--- src/rtl/mod_counter_gen.sv ---
// Modulo-(MAX+1) up/down counter with preset, wrap/saturate boundary mode,
// cascade carry (en in, tc out) and a saturating wrap-event counter.
module mod_counter_gen #(
  parameter int unsigned WIDTH = 9,
  parameter int unsigned MAX   = 211,
  parameter int unsigned WCW   = 8
) (
  input  logic             clk,
  input  logic             reset,
  input  logic             en,
  input  logic             load,
  input  logic [WIDTH-1:0] data,
  input  logic             dir,
  input  logic             sat,
  input  logic             wrap_clr,
  output logic [WIDTH-1:0] out,
  output logic             tc,
  output logic             wrap_p,
  output logic             load_err,
  output logic [WCW-1:0]   wrap_cnt
);

  localparam logic [WIDTH-1:0] MaxV    = WIDTH'(MAX);
  localparam logic [WCW-1:0]   WcntTop = {WCW{1'b1}};

  logic [WIDTH-1:0] out_q, out_d;
  logic             wrap_p_q, wrap_p_d;
  logic             load_err_q, load_err_d;
  logic [WCW-1:0]   wrap_cnt_q, wrap_cnt_d;

  logic at_max_c;
  logic at_zero_c;

  assign at_max_c  = (out_q == MaxV);
  assign at_zero_c = (out_q == '0);

  // Carry-out depends only on en/dir and the current count, never on sat or load.
  assign tc = en & ((dir & at_max_c) | (~dir & at_zero_c));

  // Next count: load beats enable; boundary handled explicitly so no 2^WIDTH rollover is relied on.
  always_comb begin
    out_d      = out_q;
    wrap_p_d   = 1'b0;
    load_err_d = 1'b0;
    if (load) begin
      if (data > MaxV) begin
        out_d      = MaxV;
        load_err_d = 1'b1;
      end else begin
        out_d = data;
      end
    end else if (en) begin
      if (dir) begin
        if (!at_max_c) begin
          out_d = out_q + WIDTH'(1);
        end else if (!sat) begin
          out_d    = '0;
          wrap_p_d = 1'b1;
        end
      end else begin
        if (!at_zero_c) begin
          out_d = out_q - WIDTH'(1);
        end else if (!sat) begin
          out_d    = MaxV;
          wrap_p_d = 1'b1;
        end
      end
    end
  end

  // Wrap-event counter: clear wins over increment, sticks at all-ones.
  always_comb begin
    wrap_cnt_d = wrap_cnt_q;
    if (wrap_clr) begin
      wrap_cnt_d = '0;
    end else if (wrap_p_d && (wrap_cnt_q != WcntTop)) begin
      wrap_cnt_d = wrap_cnt_q + WCW'(1);
    end
  end

  always_ff @(posedge clk) begin
    if (!reset) begin
      out_q      <= '0;
      wrap_p_q   <= 1'b0;
      load_err_q <= 1'b0;
      wrap_cnt_q <= '0;
    end else begin
      out_q      <= out_d;
      wrap_p_q   <= wrap_p_d;
      load_err_q <= load_err_d;
      wrap_cnt_q <= wrap_cnt_d;
    end
  end

  assign out      = out_q;
  assign wrap_p   = wrap_p_q;
  assign load_err = load_err_q;
  assign wrap_cnt = wrap_cnt_q;

endmodule

--- config.mk ---
export PLATFORM = sky130hd
export DESIGN_NAME = mod_counter_gen
export DESIGN_NICKNAME = d
export VERILOG_FILES = /design/src/rtl/mod_counter_gen.sv
export SDC_FILE = /design/constraint.sdc
export NUM_CORES = 1
export LEC_CHECK = 0
export CAP_MARGIN = 20
export CORE_MARGIN = 4
export CORE_UTILIZATION = 35
export DETAILED_ROUTE_END_ITERATION = 12
export PLACE_DENSITY = 0.62
export SLEW_MARGIN = 20
export SYNTH_ARGS = -nofsm -noshare
export SYNTH_HDL_FRONTEND = slang
export SYNTH_SLANG_ARGS = --single-unit
--- constraint.sdc ---
create_clock -name clk -period 3.75 [get_ports clk]
set_input_delay 0.75 -clock clk [delete_from_list [all_inputs] [get_ports clk]]
set_output_delay 0.75 -clock clk [all_outputs]
set_load 0.05 [all_outputs]
==> results.json, run 1 <==
{
  "slowest_delay_ns": 0.47,
  "p_switching_uw": 192,
  "area_growth_pct": 31.7,
  "worstMarginPinSlew_ns": 0.686,
  "muxShareOfSynthArea_pct": 1.45,
  "antenna_cells": 0,
  "finalCritPeriodShare_pct": 80.7,
  "grt.met2_usage_pct": 26.3,
  "p_seq_share_pct": 42.7,
  "grt-ovfl-total": 0,
  "dp_hpwl_um": 3120,
  "std_cell_rows": 22,
  "endpoint_kind": "output pin",
  "yosysSeqAreaShare_pct": 27.5,
  "netlist_instances": 178,
  "gr-max-usage-layer": "met2",
  "start_util_pct": 37.0,
  "cts_setup_buffers": 0,
  "hp-class": "register to register",
  "syn_avg_cell_area_um2": 7.77,
  "criticalPathCategory": "primary input to output pin",
  "final.setup_skew_ns": 0.00431,
  "fin_setup_tns_ns": 0,
  "swShare_pct": 35.0,
  "synth-adder-area-share_pct": 3.62,
  "yosysWarnings": 0,
  "slew_headroom_pct": 54.2,
  "totalWireLength_um": 4080,
  "path_cells": "clkdlybuf4s50_1 -> inv_1 -> or3_4 -> a21oi_1 -> and2_1 -> buf_12",
  "crit_fanout": 5,
  "numClockSinks": 19,
  "grt_max_degree": 16,
  "drc": 0,
  "synth_top_area_share_pct": 27.5,
  "clkLatencyLatePin_ns": 0.26,
  "hold_viol": 0,
  "use_met1_pct": 23.2,
  "synth.cell_area_mm2": 0.00138,
  "cp.arrival_ns": 2.28,
  "synth-seq-cells": 19,
  "synth_top_area_cell": "dfxtp_1",
  "synth_compound_area_share_pct": 25.4,
  "ctsHtreeMaxLevel": 1,
  "setup_violations": 0,
  "synth-simple-area-share_pct": 32.1,
  "yosys-top-cells-count": "dfxtp_1 (19), nor2_1 (18), nand2_1 (16), a21oi_1 (14)",
  "synthTopCellsByArea": "dfxtp_1 (27%), a21oi_1 (5.1%), nor2_1 (4.9%)",
  "clock_path_buffers": 2,
  "drt_iter0_drc": 112,
  "grt_pass1_vias": 1409,
  "globalplace.congestion": 0.851,
  "synth_edf_count": 0,
  "grt_usage_pct": 16.6,
  "vias_per_cell": 5.66,
  "ioPinCount": 36,
  "cp_slowest_cell": "clkdlybuf4s50_1",
  "place_area_mm2": 0.00178,
  "design_area_mm2": 0.00182,
  "core_mm2": 0.00374,
  "synth-xor-area-share_pct": 5.06,
  "nNetsFinal": 232,
  "cts_resized": 0,
  "synth.net_count": 198,
  "leakage_uw": 0.000687,
  "synth_top_family_by_area": "simple AND/OR/NAND/NOR gates",
  "routedWlPerCell_um": 15.8,
  "finalMaxSlewViolations": 0,
  "grt_util_met3_pct": 4.12,
  "max_freq_ghz": 0.330,
  "start_kind": "primary input",
  "p_clk_share_pct": 26.2,
  "numPortBuffers": 35,
  "antenna_found_initial": 0,
  "finalCriticalPeriod_ns": 3.03,
  "rsz0062_at_grt": "false",
  "power_density_mw_per_mm2": 301,
  "maxCapViolations": 0,
  "crit_buf_inv": 3,
  "dr.pass1.iters": 4,
  "synth_cell_type_count": 51,
  "die_x_um": 70.9,
  "status": "completed",
  "critPathTopFamily": "buffers and inverters",
  "p_comb_share_pct": 31.2,
  "dieHeight_um": 70.9,
  "synth_ff_type": "dfxtp_1",
  "peakVddDrop_mv": 0.148,
  "vias": 1465,
  "async_flop_share_pct": 0,
  "root_buffer": "clkbuf_8",
  "final_antenna_net_count": 0,
  "intPower_uw": 356,
  "path_clk_slew_ns": 0.07,
  "cp.required_ns": 3.00,
  "ctsHoldBuffers": 0,
  "numCtsBuffers": 3,
  "yosysMostFrequentCell": "dfxtp_1",
  "grt_pass1_wl_um": 6850,
  "die_area_mm2": 0.00502,
  "drive_above_1_share_pct": 6.16,
  "cts_tree": "yes"
}
==> layout by cell type, fill, tap and decap left out, types with 2 or more instances in the layout <==
cell             Yosys  routed
a21o_1               2       2
a21oi_1             14      14
a221oi_1             2       2
a31oi_1              5       5
and2_1               3       3
and3_1               6       6
buf_4                1       2
clkbuf_8             0       3
clkdlybuf4s50_1      0      34
dfxtp_1             19      19
ha_1                 4       4
inv_1                7       7
mux2i_1              2       2
nand2_1             16      16
nand2b_1             6       6
nand3_1              7       7
nand4_1              4       4
nor2_1              18      18
nor3_1               5       5
o21ai_0              7       7
o21ai_1              3       3
o22ai_1              4       4
o31ai_1              2       2
or3_1                2       2
xor2_1               7       7
==> stage by stage <==
stage	instances	hold slack, ns	utilization (%)	setup slack (ns)	total power [µW]
global route	259	0.556	48.7	0.647	580
global placement	255	0.474	47.5	0.743	406
CTS	259	0.503	48.7	0.724	551
floorplan	178	0.687	-	0.926	347
detailed placement	255	0.493	47.5	0.730	408
finish	259	0.505	48.7	0.724	548
==> kinds of logic after synthesis <==
family                   after synthesis
multiplexers                           2
adder cells (fa/ha/maj)                4
AND/OR/NAND/NOR                       79
flip-flops                            19
buffers and inverters                 15
XOR/XNOR                               8
AO/OA/AOI/OAI                         51
==> final timing paths <==
check	startpoint	to	slack, ns	cells after the start
min	wrap_cnt[1]	wrap_cnt[1]	0.51	2
max reg2reg	out[0]	wrap_cnt[3]	1.40	7
max	dir	tc	0.72	6
min reg2reg	wrap_cnt[1]	wrap_cnt[1]	0.51	2
==> per-layer routing <==
layer | up-vias | routed length, µm
met3 | 6 | 265
met1 | 687 | 1890
met5 | - | 0
met4 | 0 | 38
li1 | 724 | -
met2 | 48 | 1890
==> sequential cells by signal, summed over array words and instances (netlist names) <==
register  flops
wrap_p        1
load_err      1
out           9
wrap_cnt      8
==> area by class of cell <==
cell class,instances,area (µm²)
Tap cell,48,60.1
Timing Repair Buffer,37,375
Sequential cell,19,380
Clock buffer,4,45.0
Inverter,7,26.3
Fill cell,378,1920
Multi-Input combinational cell,144,936
==> worst min-delay path, delay by kind of cell, from the launching register on <==
family	cells	cell delay, ns
compound gates	1	0.05
flops	1	0.34
simple gates	1	0.06
==> power groups by stage <==
stage | sequential [µW] | clock [µW] | combinational [µW]
floorplan | 255 | 0 | 92.3
global placement | 237 | 0 | 168
detailed placement | 238 | 0 | 170
CTS | 233 | 147 | 171
global route | 236 | 158 | 186
finish | 234 | 143 | 171
No activity file was read; power rests on OpenSTA's default activity.
==> inputs of run 2 (changes only) <==
- clock period: 3.75 -> 2.8 ns (I/O delays scaled with it)
==> run 2 against run 1 <==
Against the previous run:
- sequential power increased by 32%
- register-to-register slack got worse by 0.91 ns
- combinational power increased by 38%
- clock-buffer cell count decreased by 1
- non-clock buffer count increased by 2
- setup slack got worse by 0.53 ns
- utilization increased by 0.43 points
- global-route usage decreased by 0.65 points
- clock skew decreased by 0.0013 ns
- cell count increased by 0.77%
- first-iteration DRC count decreased by 15%
- die area unchanged
- critical path type unchanged
- critical endpoint unchanged
- largest cell class unchanged
- highest routed layer unchanged
==> results.json, run 2 (synthesized netlist as in run 1, its figures left out) <==
{
  "status": "completed",
  "max_freq_ghz": 0.383,
  "numCtsBuffers": 3,
  "final.setup.worst_slack_ns": 0.192,
  "rsz0062_at_grt": "false",
  "drt_iter0_drc": 95,
  "finalCriticalPeriod_ns": 2.61,
  "cp.required_ns": 2.24,
  "maxCapViolations": 0,
  "clkLatencyLatePin_ns": 0.26,
  "final_antenna_net_count": 0,
  "power_density_mw_per_mm2": 403,
  "drc": 0,
  "nNetsFinal": 234,
  "clock_path_buffers": 2,
  "n_fill_cell": 380,
  "fin_setup_tns_ns": 0,
  "area_growth_pct": 32.9,
  "final_common_cell": "clkdlybuf4s50_1",
  "final.setup_skew_ns": 0.00298,
  "ioPinCount": 36,
  "criticalPathCategory": "primary input to output pin",
  "dr.pass1.iters": 4,
  "reg2reg_to": "wrap_cnt[5]",
  "cts_tree": "yes",
  "finalMaxSlewViolations": 0,
  "grt_pass1_wl_um": 6580,
  "core_mm2": 0.00374,
  "cts_resized": 0,
  "dp_hpwl_um": 3160,
  "drive_above_1_share_pct": 7.51,
  "crit_path_end": "tc",
  "grt-ovfl-total": 0,
  "hp-class": "register to register",
  "largest_reg_flops": 9,
  "globalplace.congestion": 0.896,
  "vias": 1485,
  "start_kind": "primary input",
  "path_clk_slew_ns": 0.08,
  "leakage_uw": 0.000700,
  "numPortBuffers": 35,
  "dieHeight_um": 70.9,
  "numClockSinks": 19,
  "endpoint_kind": "output pin",
  "holdWs_ns": 0.503,
  "hold_viol": 0,
  "die_area_mm2": 0.00502,
  "regArea_um2": 380,
  "holdPathStages": 2,
  "pre_cts_slack_ns": 0.193,
  "ctsHoldBuffers": 0,
  "layout_common_cells": "clkdlybuf4s50_1 (34), dfxtp_1 (19), nor2_1 (18)",
  "grt_max_degree": 15,
  "totalWireLength_um": 4080,
  "cts_setup_buffers": 0,
  "antenna_cells": 0,
  "crit_path_start": "dir",
  "antenna_found_initial": 0,
  "ctsHtreeMaxLevel": 1,
  "peakVddDrop_mv": 0.309,
  "die_x_um": 70.9,
  "vias_per_cell": 5.69,
  "grt_usage_pct": 16.0,
  "start_util_pct": 37.0,
  "ff2ff_path_depth": 7,
  "setup_violations": 0,
  "finalCritPeriodShare_pct": 93.2,
  "worstMarginPinSlew_ns": 0.675,
  "root_buffer": "clkbuf_8",
  "crit_fanout": 3,
  "rrSetupSlack_ns": 0.49,
  "multi_input_area_um2": 936,
  "std_cell_rows": 22,
  "rr_startpoint": "out[0]",
  "cp.arrival_ns": 2.05,
  "grt_pass1_vias": 1345,
  "slew_headroom_pct": 54.9,
  "routedWlPerCell_um": 15.6
}
-- run 2: cell count changes in the layout (fill, tap and decap cells not counted), sizes merged --
| cell | delta |
|---|---|
| clkinv | +1 |
| buf | +2 |
| clkbuf | -1 |
-- run 2: metrics by stage --
step | instance area (µm²) | total power, µW | std cells | util [%]
2_1_floorplan | 1380 | 465 | 178 | -
3_3_place_gp | 1790 | 546 | 257 | 47.9
3_5_place_dp | 1790 | 548 | 257 | 47.9
4_1_cts | 1840 | 749 | 261 | 49.1
5_1_grt | 1840 | 782 | 261 | 49.1
6_report | 1840 | 741 | 261 | 49.1
-- run 2: worst min-delay path by stage --
stage	endpoint	slack [ns]	from
after floorplan	wrap_p	0.68	reset
after global placement	wrap_cnt[1]	0.48	wrap_cnt[1]
after detailed placement	wrap_cnt[1]	0.50	wrap_cnt[1]
after CTS	wrap_cnt[1]	0.51	wrap_cnt[1]
after global routing	wrap_cnt[1]	0.55	wrap_cnt[1]
final	wrap_cnt[1]	0.50	wrap_cnt[1]
-- run 2: layer usage --
layer	GRT usage, %	vias up	wire [µm]
met2	25.3	66	1950
met3	4.83	6	324
met4	2.92	0	33
li1	-	730	-
met5	0	-	0
met1	21.6	683	1780
-- run 2: final cells by class --
type                            count  share of cell area, %
Tap cell                           48                   3.27
Clock inverter                      1                  0.272
Sequential cell                    19                   20.7
Multi-Input combinational cell    144                   50.9
Inverter                            7                   1.43
Clock buffer                        3                   2.24
Timing Repair Buffer               39                   21.2
-- run 2: worst max-delay path: stages --
cell and delay, ns:
clkdlybuf4s50_1 0.49, inv_1 0.06, or3_4 0.41, a21oi_1 0.18, and2_1 0.20, buf_12 0.14
-- run 2: power breakdown --
group          total, µW  switching [µW]  internal, µW
clock                197            97.7          99.1
combinational        236             140          96.1
sequential           309            27.0           282
total                741             264           477
